`src/rtl/fft_mdc_pkg.sv`:
```
// Shared constants and types for the 32-point radix-2 MDC FFT datapath.
// Holds the default component width, the per-stage commutator delays and the complex sample type.
package fft_mdc_pkg;

  localparam int WIDTH_DEF = 10;

  localparam int DELAY_S0 = 16;
  localparam int DELAY_S1 = 8;
  localparam int DELAY_S2 = 4;
  localparam int DELAY_S3 = 2;
  localparam int DELAY_S4 = 1;

  typedef struct packed {
    logic signed [WIDTH_DEF-1:0] re;
    logic signed [WIDTH_DEF-1:0] im;
  } cplx_t;

endpackage

```
`src/rtl/mdc_commutator_if.sv`:
```
// Two-lane complex sample bus between MDC butterfly stages.
// The master drives the a/b input pair; the slave returns the re-paired c/d lanes.
interface mdc_commutator_if #(parameter int WIDTH = 10);

  logic                    in_valid;
  logic signed [WIDTH-1:0] a_re;
  logic signed [WIDTH-1:0] a_im;
  logic signed [WIDTH-1:0] b_re;
  logic signed [WIDTH-1:0] b_im;
  logic                    out_valid;
  logic signed [WIDTH-1:0] c_re;
  logic signed [WIDTH-1:0] c_im;
  logic signed [WIDTH-1:0] d_re;
  logic signed [WIDTH-1:0] d_im;

  modport master (
    output in_valid, a_re, a_im, b_re, b_im,
    input  out_valid, c_re, c_im, d_re, d_im
  );

  modport slave (
    input  in_valid, a_re, a_im, b_re, b_im,
    output out_valid, c_re, c_im, d_re, d_im
  );

endinterface

```
`src/rtl/mdc_delay_line.sv`:
```
// Enable-gated shift register of complex samples, DEPTH entries deep.
// The output is the sample written DEPTH enabled edges ago; contents are deliberately not reset.
module mdc_delay_line #(
  parameter int WIDTH = 10,
  parameter int DEPTH = 8
) (
  input  logic                    clk,
  input  logic                    i_en,
  input  logic signed [WIDTH-1:0] i_re,
  input  logic signed [WIDTH-1:0] i_im,
  output logic signed [WIDTH-1:0] o_re,
  output logic signed [WIDTH-1:0] o_im
);

  logic [2*WIDTH-1:0] r_mem [DEPTH];

  always_ff @(posedge clk) begin
    if (i_en) begin
      r_mem[0] <= {i_re, i_im};
      for (int i = 1; i < DEPTH; i++) begin
        r_mem[i] <= r_mem[i-1];
      end
    end
  end

  assign {o_re, o_im} = r_mem[DEPTH-1];

endmodule

```
`src/rtl/mdc_commutator.sv`:
```
// Delay commutator between MDC butterfly stages: re-pairs lanes so the next stage sees samples DELAY apart.
// Optional MDC_COMM_BYPASS_EN adds a bypass port that passes a/b straight to c/d.
module mdc_commutator
  import fft_mdc_pkg::*;
#(
  parameter int WIDTH = WIDTH_DEF,
  parameter int DELAY = DELAY_S1
) (
  input  logic clk,
  input  logic rst,
`ifdef MDC_COMM_BYPASS_EN
  input  logic bypass,
`endif
  mdc_commutator_if.slave bus
);

  localparam int CW = $clog2(DELAY) + 1;
  localparam int FW = CW + 1;
  localparam logic [FW-1:0] FILL_MAX = FW'(2 * DELAY);

  logic [CW-1:0]           r_cnt;
  logic [FW-1:0]           r_fill;
  logic                    r_outValid;
  logic signed [WIDTH-1:0] r_cRe, r_cIm, r_dRe, r_dIm;

  logic                    w_sel, w_filled, w_advance, w_shift, w_bypass, w_clear;
  logic signed [WIDTH-1:0] w_pRe, w_pIm, w_q0Re, w_q0Im, w_q1Re, w_q1Im, w_bRe, w_bIm;

`ifdef MDC_COMM_BYPASS_EN
  logic r_bypassPrev;

  always_ff @(posedge clk) begin
    if (rst) r_bypassPrev <= 1'b0;
    else     r_bypassPrev <= bypass;
  end

  assign w_bypass = bypass;
  assign w_clear  = (bypass != r_bypassPrev);
`else
  assign w_bypass = 1'b0;
  assign w_clear  = 1'b0;
`endif

  // The sample on a mode-change edge is dropped so the commutator refills from a clean index.
  assign w_advance = bus.in_valid && !w_bypass && !w_clear;
  assign w_shift   = w_advance && !rst;
  assign w_sel     = r_cnt[CW-1];
  assign w_filled  = (r_fill == FILL_MAX);

  mdc_delay_line #(.WIDTH(WIDTH), .DEPTH(DELAY)) u_lineA (
    .clk  (clk),
    .i_en (w_shift),
    .i_re (bus.a_re),
    .i_im (bus.a_im),
    .o_re (w_pRe),
    .o_im (w_pIm)
  );

  always_comb begin
    w_q0Re = w_pRe;
    w_q0Im = w_pIm;
    w_q1Re = bus.b_re;
    w_q1Im = bus.b_im;
    if (w_sel) begin
      w_q0Re = bus.b_re;
      w_q0Im = bus.b_im;
      w_q1Re = w_pRe;
      w_q1Im = w_pIm;
    end
  end

  mdc_delay_line #(.WIDTH(WIDTH), .DEPTH(DELAY)) u_lineB (
    .clk  (clk),
    .i_en (w_shift),
    .i_re (w_q0Re),
    .i_im (w_q0Im),
    .o_re (w_bRe),
    .o_im (w_bIm)
  );

  always_ff @(posedge clk) begin
    if (rst) begin
      r_cnt      <= '0;
      r_fill     <= '0;
      r_outValid <= 1'b0;
      r_cRe      <= '0;
      r_cIm      <= '0;
      r_dRe      <= '0;
      r_dIm      <= '0;
    end else begin
      if (w_clear) begin
        r_cnt  <= '0;
        r_fill <= '0;
      end else if (w_advance) begin
        r_cnt <= r_cnt + CW'(1);
        if (!w_filled) r_fill <= r_fill + FW'(1);
      end
      if (w_bypass) begin
        r_outValid <= bus.in_valid;
        if (bus.in_valid) begin
          r_cRe <= bus.a_re;
          r_cIm <= bus.a_im;
          r_dRe <= bus.b_re;
          r_dIm <= bus.b_im;
        end
      end else begin
        r_outValid <= w_advance && w_filled;
        if (w_advance && w_filled) begin
          r_cRe <= w_bRe;
          r_cIm <= w_bIm;
          r_dRe <= w_q1Re;
          r_dIm <= w_q1Im;
        end
      end
    end
  end

  assign bus.out_valid = r_outValid;
  assign bus.c_re      = r_cRe;
  assign bus.c_im      = r_cIm;
  assign bus.d_re      = r_dRe;
  assign bus.d_im      = r_dIm;

endmodule

```
`src/flat_wrapper.sv`:
```
// flat-port wrapper written by rule: the top's interface ports become plain ports
module mdc_commutator_flat import fft_mdc_pkg::*;
#(
  parameter int WIDTH = WIDTH_DEF,
  parameter int DELAY = DELAY_S1
)
  (clk, rst, bus_in_valid, bus_a_re, bus_a_im, bus_b_re, bus_b_im, bus_out_valid, bus_c_re, bus_c_im, bus_d_re, bus_d_im);
  mdc_commutator_if #(.WIDTH(WIDTH)) bus_i ();
  input  logic clk;
  input  logic rst;
  input wire logic [$bits(bus_i.in_valid)-1:0] bus_in_valid;
  input wire logic [$bits(bus_i.a_re)-1:0] bus_a_re;
  input wire logic [$bits(bus_i.a_im)-1:0] bus_a_im;
  input wire logic [$bits(bus_i.b_re)-1:0] bus_b_re;
  input wire logic [$bits(bus_i.b_im)-1:0] bus_b_im;
  output wire logic [$bits(bus_i.out_valid)-1:0] bus_out_valid;
  output wire logic [$bits(bus_i.c_re)-1:0] bus_c_re;
  output wire logic [$bits(bus_i.c_im)-1:0] bus_c_im;
  output wire logic [$bits(bus_i.d_re)-1:0] bus_d_re;
  output wire logic [$bits(bus_i.d_im)-1:0] bus_d_im;
  assign bus_i.in_valid = bus_in_valid;
  assign bus_i.a_re = bus_a_re;
  assign bus_i.a_im = bus_a_im;
  assign bus_i.b_re = bus_b_re;
  assign bus_i.b_im = bus_b_im;
  assign bus_out_valid = bus_i.out_valid;
  assign bus_c_re = bus_i.c_re;
  assign bus_c_im = bus_i.c_im;
  assign bus_d_re = bus_i.d_re;
  assign bus_d_im = bus_i.d_im;
  mdc_commutator #(.WIDTH(WIDTH), .DELAY(DELAY)) u_core (.clk(clk), .rst(rst), .bus(bus_i));
endmodule
```
`config.mk`:
```
export PLATFORM = sky130hd
export DESIGN_NAME = mdc_commutator_flat
export DESIGN_NICKNAME = d
export VERILOG_FILES = /design/src/rtl/fft_mdc_pkg.sv /design/src/rtl/mdc_commutator_if.sv /design/src/rtl/mdc_delay_line.sv /design/src/rtl/mdc_commutator.sv /design/src/flat_wrapper.sv
export SDC_FILE = /design/constraint.sdc
export NUM_CORES = 1
export LEC_CHECK = 0
export BUFFER_PORTS_ARGS = -buffer_cell sky130_fd_sc_hd__buf_4
export CAP_MARGIN = 40
export CORE_AREA = 2 2 192 194
export DETAILED_ROUTE_END_ITERATION = 10
export DIE_AREA = 0 0 194 196
export PLACE_DENSITY_LB_ADDON = 0.05
export SLEW_MARGIN = 15
export SYNTH_ARGS = -nofsm -noshare
export SYNTH_HDL_FRONTEND = slang
export SYNTH_HIERARCHICAL = 1
export SYNTH_SLANG_ARGS = --single-unit
```
`constraint.sdc`:
```
create_clock -name clk -period 25.7 [get_ports clk]
set_input_delay 2.57 -clock clk [delete_from_list [all_inputs] [get_ports clk]]
set_output_delay 2.57 -clock clk [all_outputs]
set_load 0.1 [all_outputs]
```
* Yosys cells after proc, flatten, opt, wreduce, memory -nomap -nowiden
Memory sizes are Yosys's and may differ from the RTL's. A register that Yosys moved wholly into a read port is not among the register bits. Cells that the tools add are included. W data, S select, Z words.
Storage, ports and cells: bits in writable memories 320, register bits after elaboration 30, word-level logic and storage cells 21, memories kept 2
Operators by class: equality and inequality tests 1, bitwise gates (word level) 1, multiplexer cells 6, reduce and logical (&&, ||, !) cells 4, add/sub/neg operators 2
Memory list:
- u_core.u_lineA.r_mem | depth 8, bits a word 20, read ports 8, clocked after Yosys merged registers in 0, wr ports 8, RTL line mdc_delay_line.sv:15 | logic [2*WIDTH-1:0] r_mem [DEPTH];
- u_core.u_lineB.r_mem | depth 8, bits a word 20, read ports 8, clocked after Yosys merged registers in 1, wr ports 8, RTL line mdc_delay_line.sv:15
Operator list (number):
- $mux W10 | 4
- $add A5 B1 Y5 const B | 1
- $eq A5 B5 Y1 const B | 1
- $add A4 B1 Y4 const B | 1
- $logic_and A1 B1 Y1 | 2
- $mux W1 | 2
- $reduce_and A2 Y1 | 1
- $logic_not A1 Y1 | 1
- $not A1 Y1 | 1

* Longest topological paths before layout
Gate-level depths: netlist of run 1.
word-level depth 4, depth in mapped cells 7, depth with buffers taken out 5

* By module
The synthesis of run 1 kept the hierarchy.
Modules (own cells, without submodules):
- mdc_delay_line | times used 2, area each 4954.8 µm², cells an instance 180, sequential area each 4804.6 µm²
- mdc_commutator | times used 1, area each 2573.7 µm², cells an instance 253, sequential area each 1001.0 µm²

* Least setup slack after synthesis of run 1
OpenSTA, ideal clock, no wires.
kind input port to flip-flop, start input rst, end register u_core.r_outValid, in the netlist u_core/bus.out_valid, required time 25.547 ns, setup slack 7.661 ns, stages on the path 3, arrival time 17.886 ns, cell sequence buf_2 nor2b_1 and2_1
RTL lines:
- from (decl) | RTL line flat_wrapper.sv:10 | input logic rst;
- to (signal assigned) | RTL line mdc_commutator.sv:99 | r_outValid <= bus.in_valid;
- to (signal assigned) | RTL line mdc_commutator.sv:107 | r_outValid <= w_advance && w_filled;
- to (decl) | RTL line mdc_commutator.sv:23 | logic r_outValid;

==> results of run 1 <==
routing by layer:
layer  wire (um)  vias to the layer above
li1            -                     2456
met5           0                        -
met4         609                        0
met2        8498                      122
met1        7456                     2525
met3        1068                       43
final cells by class:
class	instances	area share [%]
flip-flops and latches	370	72.07
clock inverters	20	0.9688
well taps	468	3.977
multi-input cells	174	9.646
repair buffers	93	5.507
clock buffers	56	7.776
inverters	2	0.05099
layout by cell type (no fill, tap or decap), types with 2 or more instances in the layout:
cell,count
clkbuf_8,2
buf_4,87
ha_1,3
nand4b_1,20
a211oi_2,20
inv_1,2
xor2_1,4
dfxtp_1,49
clkinv_1,14
nand4_1,3
o21ai_0,20
nand2b_1,22
clkbuf_1,11
buf_16,5
mux2i_1,22
nor2_1,8
clkbuf_16,43
edfxtp_1,320
nand2_1,3
mux2_2,21
clkinv_2,2
bufinv_16,2
a21oi_1,21
kinds of logic (layout without fill, tap and decap cells):
family | count (synthesis) | after routing
xor+xnor | 5 | 5
simple gates | 62 | 62
compound gates | 61 | 61
flops | 370 | 370
fa+ha+maj | 3 | 3
mux | 43 | 43
buf+inv | 69 | 171
report_power, final:
| part | switching [mW] | internal, mW | total [mW] | leakage (nW) |
|---|---|---|---|---|
| Sequential | 0.00505 | 0.674 | 0.679 | 3.41 |
| Clock | 0.218 | 0.332 | 0.550 | 0.626 |
| Combinational | 0.0166 | 0.00956 | 0.0261 | 0.834 |
| Total | 0.240 | 1.02 | 1.26 | 4.87 |
cell usage after synthesis (all sizes together) (2+ instances only):
| library cell | instances |
|---|---|
| nand4 | 3 |
| dfxtp | 50 |
| nand2 | 3 |
| and2 | 2 |
| mux2 | 21 |
| edfxtp | 320 |
| xor2 | 4 |
| inv | 2 |
| buf | 57 |
| mux2i | 22 |
| a21oi | 21 |
| clkbuf | 10 |
| o21ai | 20 |
| nand2b | 22 |
| nand4b | 20 |
| nor2b | 2 |
| a211oi | 20 |
| nor2 | 8 |
| ha | 3 |
flip-flops by register name (all words and copies together), names as in the netlist:
signal and flops:
u_core/r_cnt 4, u_core/bus.d_re 10, u_core/bus.d_im 10, u_core/bus.c_im 10, u_core/u_lineA/r_mem 160, u_core/u_lineB/r_mem 160
u_core/bus.c_re 10, u_core/r_fill 5, u_core/bus.out_valid 1
critical path, delay by kind of cell:
family	cells	cell delay [ns]
buffers and inverters	5	1.83
AND/OR/NAND/NOR	1	0.26
final timing paths:
check | from | end | slack, ns | cells past startpoint
max | bus_in_valid | u_core/u_lineA/r_mem[1][43] | 21.17 | 6
max reg2reg | u_core/r_fill[0] | u_core/bus.c_re[3] | 23.45 | 6
min | u_core/u_lineA/r_mem[1][59] | u_core/u_lineA/r_mem[1][79] | 0.41 | 0
min reg2reg | u_core/u_lineA/r_mem[1][59] | u_core/u_lineA/r_mem[1][79] | 0.41 | 0
==> flow_summary.ini, run 1 <==
[sta]
setup_tns_ns = 0
setup_viol = 0
maxSlewHeadroom_pct = 48.98
clock.fmax_mhz = 220.9
layout_setup_ws_ns = 21.17
hold_violations = 0
min_period_over_period_pct = 17.61
finalCriticalPeriod_ns = 4.527
slew_viol_final = 0
hold_ws_ns = 0.4106
skew_ns = 0.01714
tightestPinTransition_ns = 0.7653
rsz0062_at_grt = false

[logic_synthesis]
yosysUniqueCellTypes = 26
synth_edf_count = 320
synth.avg_cell_area_sq_um = 20.36
synthSimpleGateAreaFrac_pct = 3.358
yosys_warnings = 6
synth_compound_area_share_pct = 3.648
synth_top_family_by_area = buffers and inverters
synth-adder-area-share_pct = 0.3007
ys_seq_area_share_pct = 85.00
synthCells = 613
syn_nets = 659
synth_area_sq_um = 12480
synthArstFlopShare_pct = 0
synth_ff_type = edfxtp_1
synthTopCellsByArea = edfxtp_1 (77%), dfxtp_1 (8.0%), buf_4 (2.4%), a211oi_2 (2.0%), mux2_2 (1.9%)
ys_ff_latch = 370
synthMuxAreaShare_pct = 3.658
yosysTopAreaCellShare_pct = 76.98
yosysTopAreaCell = edfxtp_1
yosys.area_share.xor_xnor_pct = 0.3508

[power_and_ir_drop]
ir_drop_v = 0.00003968
power_mw = 1.255
powerDensity_nw_per_um2 = 85.27
p_leak_nw = 4.867

[detailed_routing]
viasPerCell = 4.350
dr.pass1.iters = 4
vias = 5146
drtIter0Drc = 419
drt-wirelength-per-cell_um = 14.91
drc_errors = 0
drtAntennaViolNets = 0
drt-total-wl_mm = 17.63

[clock_network]
clockRootBuffer = clkbuf_16
postCtsHoldBufs = 0
post_cts_resized = 0
cts_sinks = 370
cts_max_level = 2
cts_setup_buffers = 0
cts_buffers = 41
clockBufferDepth = 3
cts_tree = built
clock_latency_ns = 0.52
clk_pin_slew_worst_paths_ns = 0.06

[run]
maxCapViolCount = 0

[global_route]
grt.met2_usage_pct = 14.92
grt_use_total_pct = 9.163
grt_remaining_overflow = 0
grt_max_degree = 73
gr-usage-met1_pct = 11.08
grt-busiest-layer = met2
met3_usage_pct = 2.854
grt_pass1_wl_mm = 27.90
grt_pass1_vias = 5339
antenna_found_initial = 0

[worst_setup_path]
critical_path_peak_fanout = 65
cp-end-kind = flop
crit_top_cell = buf_4
cp-start-kind = input port
cp_slowest_stage_delay_ns = 0.46
path_class = in -> reg
crit_chain = buf_4 > nor2b_4 > buf_4 > buf_16 > buf_4 > buf_12
crit_required_ns = 25.89
slowest_stage = buf_4
cp.arrival_ns = 4.72

[worst_hold_path]
hold_path.class = reg -> reg

[place]
dp_cells = 1107
dpl-instance-area_sq_um = 13440
place_congestion = 0.7390
place_ws_ns = 20.57
dp_hpwl_mm = 9.823
io_buffers = 83

[floorplan]
core_region_area_sq_um = 36080
die_x_um = 194
die_area_sq_um = 38020
die_h_um = 196
rows = 70
initial_core_util_pct = 34.59
io_pins = 84

[final_layout]
multi_input_area_sq_um = 1420
drive_above_1_share_pct = 26.43
seq_area_sq_um = 10610
fin_cells = 1183
areaGrowthSynthToFinish_pct = 17.94
final_util_pct = 40.80
layout.nets = 728
postLayoutCellArea_sq_um = 14720
fill_cells = 3252
n_antenna_cell = 0

[run_status]
status = completed
Power figures use the tool's default switching activity.
==> run 2: changes to the inputs <==
- clock period: 25.7 -> 3.9 ns (I/O delays scaled with it)
==> flow_summary.ini, run 2 (same netlist as run 1, synthesis figures left out) <==
[final_layout]
reg.largest.list = u_core/u_lineA/r_mem x160, u_core/u_lineB/r_mem x160
seq_area_sq_um = 10610
multi_input_area_sq_um = 1420
layout.nets = 726
n_antenna_cell = 0
drive_above_1_share_pct = 26.51
fill_cells = 3292
final_cell_mix = edfxtp_1 (320), buf_4 (88), dfxtp_1 (49)
areaGrowthSynthToFinish_pct = 17.12
layout_commonest_cell = edfxtp_1

[sta]
tightestPinTransition_ns = 0.7874
maxSlewHeadroom_pct = 47.50
slew_viol_final = 0
rsz0062_at_grt = false
setup_viol = 0
setup_tns_ns = 0
hold_violations = 0
clock.fmax_mhz = 528.6
min_period_over_period_pct = 48.51
finalCriticalPeriod_ns = 1.892
layout_setup_ws_ns = 2.008
skew_ns = 0.01684

[floorplan]
die_area_sq_um = 38020
initial_core_util_pct = 34.59
io_pins = 84
die_h_um = 196
rows = 70
core_region_area_sq_um = 36080
die_x_um = 194

[global_route]
grt_pass1_wl_mm = 28.17
antenna_found_initial = 0
grt_max_degree = 117
grt_use_total_pct = 9.192
grt_pass1_vias = 5326
grt_remaining_overflow = 0

[clock_network]
clock_latency_ns = 0.52
post_cts_resized = 0
cts_tree = built
clockBufferDepth = 3
cts_setup_buffers = 0
clk_pin_slew_worst_paths_ns = 0.05
cts_sinks = 370
cts_max_level = 2
cts_buffers = 41
clockRootBuffer = clkbuf_16
postCtsHoldBufs = 0

[detailed_routing]
drc_errors = 0
drtAntennaViolNets = 0
drt-wirelength-per-cell_um = 14.81
drt-total-wl_mm = 17.49
vias = 5155
viasPerCell = 4.365
drtIter0Drc = 395
dr.pass1.iters = 4

[power_and_ir_drop]
powerDensity_nw_per_um2 = 564.1
p_leak_nw = 4.828
power_mw = 8.248
ir_drop_v = 0.0002748

[worst_hold_path]
hold_path.class = in -> reg
hold_path_depth = 1
holdCritStartpoint = bus_a_re[2]
min_to = u_core/u_lineA/r_mem[0][12]

[run_status]
status = completed

[worst_setup_path]
path_class = reg -> reg
crit_chain = inv_1 > ha_1 > and4bb_2 > buf_4 > nor2b_1 > mux2_2
critPathTopFamily = simple AND/OR/NAND/NOR gates
reg2reg_depth = 6
cp-start-kind = flop
reg2reg_to = u_core/r_fill[0]
cp.arrival_ns = 2.29
r2r_setup_slack_ns = 2.01
worst-path-buf-inv = 2
critical_path_peak_fanout = 43
timing.rr.start = u_core/r_fill[0]
crit_required_ns = 4.30
cp-end-kind = flop
slowest_stage = dfxtp_1
cp_slowest_stage_delay_ns = 0.38

[place]
place_congestion = 0.7537
dp_hpwl_mm = 9.129
io_buffers = 83
place_ws_ns = 1.480

[run]
maxCapViolCount = 0
[run 2: cell count changes in the layout (fill, tap and decap cells not counted), sizes merged]
| cell | delta |
|---|---|
| clkbuf | +5 |
| clkinv | -4 |
| buf | -2 |
| inv | -1 |
[run 2: per-stage QoR]
step           cell area (sq um)  util (%)  cells  hold WS [ns]
6_report                   14620     40.52   1181       0.04256
5_1_grt                    14620     40.52   1181       0.01268
4_1_cts                    14620     40.52   1181      0.007513
3_5_place_dp               13350     36.98   1105        0.4045
3_3_place_gp               13350     36.98   1105        0.4003
2_1_floorplan              12500         -    613        0.4003
[run 2: how the worst max path moves through the flow]
stage	cells past startpoint	from	slack (ns)	endpoint
after floorplan	2	bus_in_valid	-1.81	u_core/u_lineA/r_mem[0][0]
after global placement	4	rst	1.60	u_core/u_lineA/r_mem[0][26]
after detailed placement	4	rst	1.48	u_core/u_lineA/r_mem[0][25]
after CTS	6	u_core/r_fill[0]	2.00	u_core/r_fill[0]
after global routing	4	rst	1.89	u_core/u_lineA/r_mem[0][25]
final	6	u_core/r_fill[0]	2.01	u_core/r_fill[0]
[run 2: layer usage]
layer,GRT usage [%],wire (um),vias to the layer above
li1,-,-,2453
met1,11.62,7668,2543
met2,14.64,8297,103
met3,2.390,835,56
met4,4.742,686,0
met5,0,0,-
[run 2: area by class of cell]
cell class | count | share of cell area (%)
flip-flops and latches | 370 | 72.58
multi-input cells | 174 | 9.713
clock buffers | 61 | 7.890
repair buffers | 91 | 4.929
well taps | 468 | 4.005
clock inverters | 15 | 0.8301
inverters | 2 | 0.05135
[run 2: power breakdown]
part           switching [mW]  total (mW)  internal, mW  leakage [nW]
clock network            1.43        3.61          2.18         0.623
logic                   0.108       0.166        0.0579         0.798
registers              0.0330        4.48          4.44          3.41
total                    1.57        8.25          6.68          4.83
==> run 3: changes to the inputs <==
- clock period: 3.9 -> 1.7 ns (I/O delays scaled with it)
==> flow_summary.ini, run 3 (same netlist as run 1, synthesis figures left out) <==
[run_status]
status = completed

[worst_setup_path]
timing.rr.start = u_core/r_fill[0]
cp_slowest_stage_delay_ns = 0.35
cp-start-kind = flop
path_class = reg -> reg
worst-path-buf-inv = 2
reg2reg_depth = 6
startpoint = u_core/r_fill[0]
crit_required_ns = 2.15
reg2reg_to = u_core/r_fill[2]
critPathTopFamily = simple AND/OR/NAND/NOR gates
slowest_stage = dfxtp_2
cp.arrival_ns = 2.02
crit_chain = inv_1 > ha_1 > and4bb_4 > buf_4 > or3_1 > a21oi_1
path_depth = 6
cp-end-kind = flop
critical_path_peak_fanout = 10
endpoint = u_core/r_fill[2]
r2r_setup_slack_ns = 0.13

[sta]
setup_viol = 0
min_period_over_period_pct = 92.21
rsz0062_at_grt = false
clock.fmax_mhz = 637.9
skew_ns = 0.01404
hold_violations = 0
finalCriticalPeriod_ns = 1.568
setup_tns_ns = 0
layout_setup_ws_ns = 0.1324
maxSlewHeadroom_pct = 51.43
slew_viol_final = 0
tightestPinTransition_ns = 0.7286

[final_layout]
reg.largest.list = u_core/u_lineA/r_mem x160, u_core/u_lineB/r_mem x160
drive_above_1_share_pct = 27.25
seq_area_sq_um = 10610
areaGrowthSynthToFinish_pct = 22.31
layout_commonest_cell = edfxtp_1
layout.nets = 781
multi_input_area_sq_um = 1433
final_cell_mix = edfxtp_1 (320), buf_4 (95), dfxtp_1 (47)
n_antenna_cell = 0
fill_cells = 3229
fin_cells = 1235

[power_and_ir_drop]
ir_drop_v = 0.0006564
powerDensity_nw_per_um2 = 1266
p_leak_nw = 5.116

[global_route]
grt_max_degree = 72
antenna_found_initial = 0
grt_use_total_pct = 9.544
grt_remaining_overflow = 0
grt_pass1_wl_mm = 28.91
grt_pass1_vias = 5567

[place]
place_congestion = 0.7567
io_buffers = 83
dp_hpwl_mm = 10.21
dp_cells = 1118
place_ws_ns = -0.08970

[floorplan]
die_x_um = 194
io_pins = 84
initial_core_util_pct = 34.59
rows = 70
die_area_sq_um = 38020
die_h_um = 196
core_region_area_sq_um = 36080

[detailed_routing]
vias = 5379
drc_errors = 0
dr.pass1.iters = 4
drtAntennaViolNets = 0
viasPerCell = 4.355
drtIter0Drc = 372
drt-total-wl_mm = 18.13
drt-wirelength-per-cell_um = 14.68

[run]
maxCapViolCount = 0

[clock_network]
clk_pin_slew_worst_paths_ns = 0.06
cts_sinks = 370
cts_max_level = 2
clockBufferDepth = 3
cts_setup_buffers = 0
cts_buffers = 41
cts_tree = built
clockRootBuffer = clkbuf_16
clock_latency_ns = 0.53

[worst_hold_path]
hold_path.class = in -> reg
run 3: how the worst min path moves through the flow:
| stage | end | cells after the start | slack (ns) | from |
|---|---|---|---|---|
| after global placement | u_core/u_lineA/r_mem[0][18] | 1 | 0.35 | bus_a_re[8] |
| after CTS | u_core/u_lineB/r_mem[1][10] | 3 | 0.11 | rst |
| after floorplan | u_core/u_lineA/r_mem[0][0] | 0 | 0.27 | bus_a_im[0] |
| after global routing | u_core/u_lineB/r_mem[1][10] | 3 | 0.12 | rst |
| final | u_core/u_lineB/r_mem[1][49] | 3 | 0.14 | rst |
| after detailed placement | u_core/u_lineA/r_mem[0][16] | 1 | 0.35 | bus_a_re[6] |
run 3: metal layers:
metal	vias to the layer above	wire, um	GRT usage (%)
met5	-	0	0
met1	2643	7360	11.03
met3	53	1198	3.438
met2	109	8858	15.61
li1	2574	-	-
met4	0	708	5.051
run 3: area by class of cell:
| cell class | instances | area share, % |
|---|---|---|
| Inverter | 2 | 0.04917 |
| Timing Repair Buffer | 145 | 8.539 |
| Multi-Input combinational cell | 175 | 9.383 |
| Sequential cell | 370 | 69.52 |
| Clock inverter | 11 | 0.7129 |
| Clock buffer | 64 | 7.965 |
| Tap cell | 468 | 3.835 |
run 3: stage by stage:
| step | util, % | hold WS (ns) | instance area (sq um) | total power [mW] |
|---|---|---|---|---|
| after detailed placement | 37.46 | 0.3495 | 13520 | 10.90 |
| final | 42.31 | 0.1366 | 15270 | 19.32 |
| after CTS | 42.30 | 0.1100 | 15260 | 19.68 |
| after global placement | 37.46 | 0.3481 | 13520 | 10.85 |
| after global routing | 42.31 | 0.1236 | 15270 | 20.10 |
| after floorplan | - | 0.2689 | 12500 | 10.74 |
run 3: repair_timing:
| item | 4_1_cts | 5_1_grt |
|---|---|---|
| setup endpoints to repair | 40 | 11 |
| gates resized for setup | 1 | 3 |
| hold buffers | 41 | 0 |
| hold endpoints to repair | 42 | 0 |
| cloned | 1 | 0 |
run 3: power breakdown:
part | switching [mW] | internal (mW)
Sequential | 0.0767 | 10.2
Clock | 3.33 | 5.22
Combinational | 0.274 | 0.230
Total | 3.68 | 15.6
run 3: worst min-delay path: stages:
cell	delay [ns]
buf_4	0.11
nor2b_4	0.05
buf_12	0.15
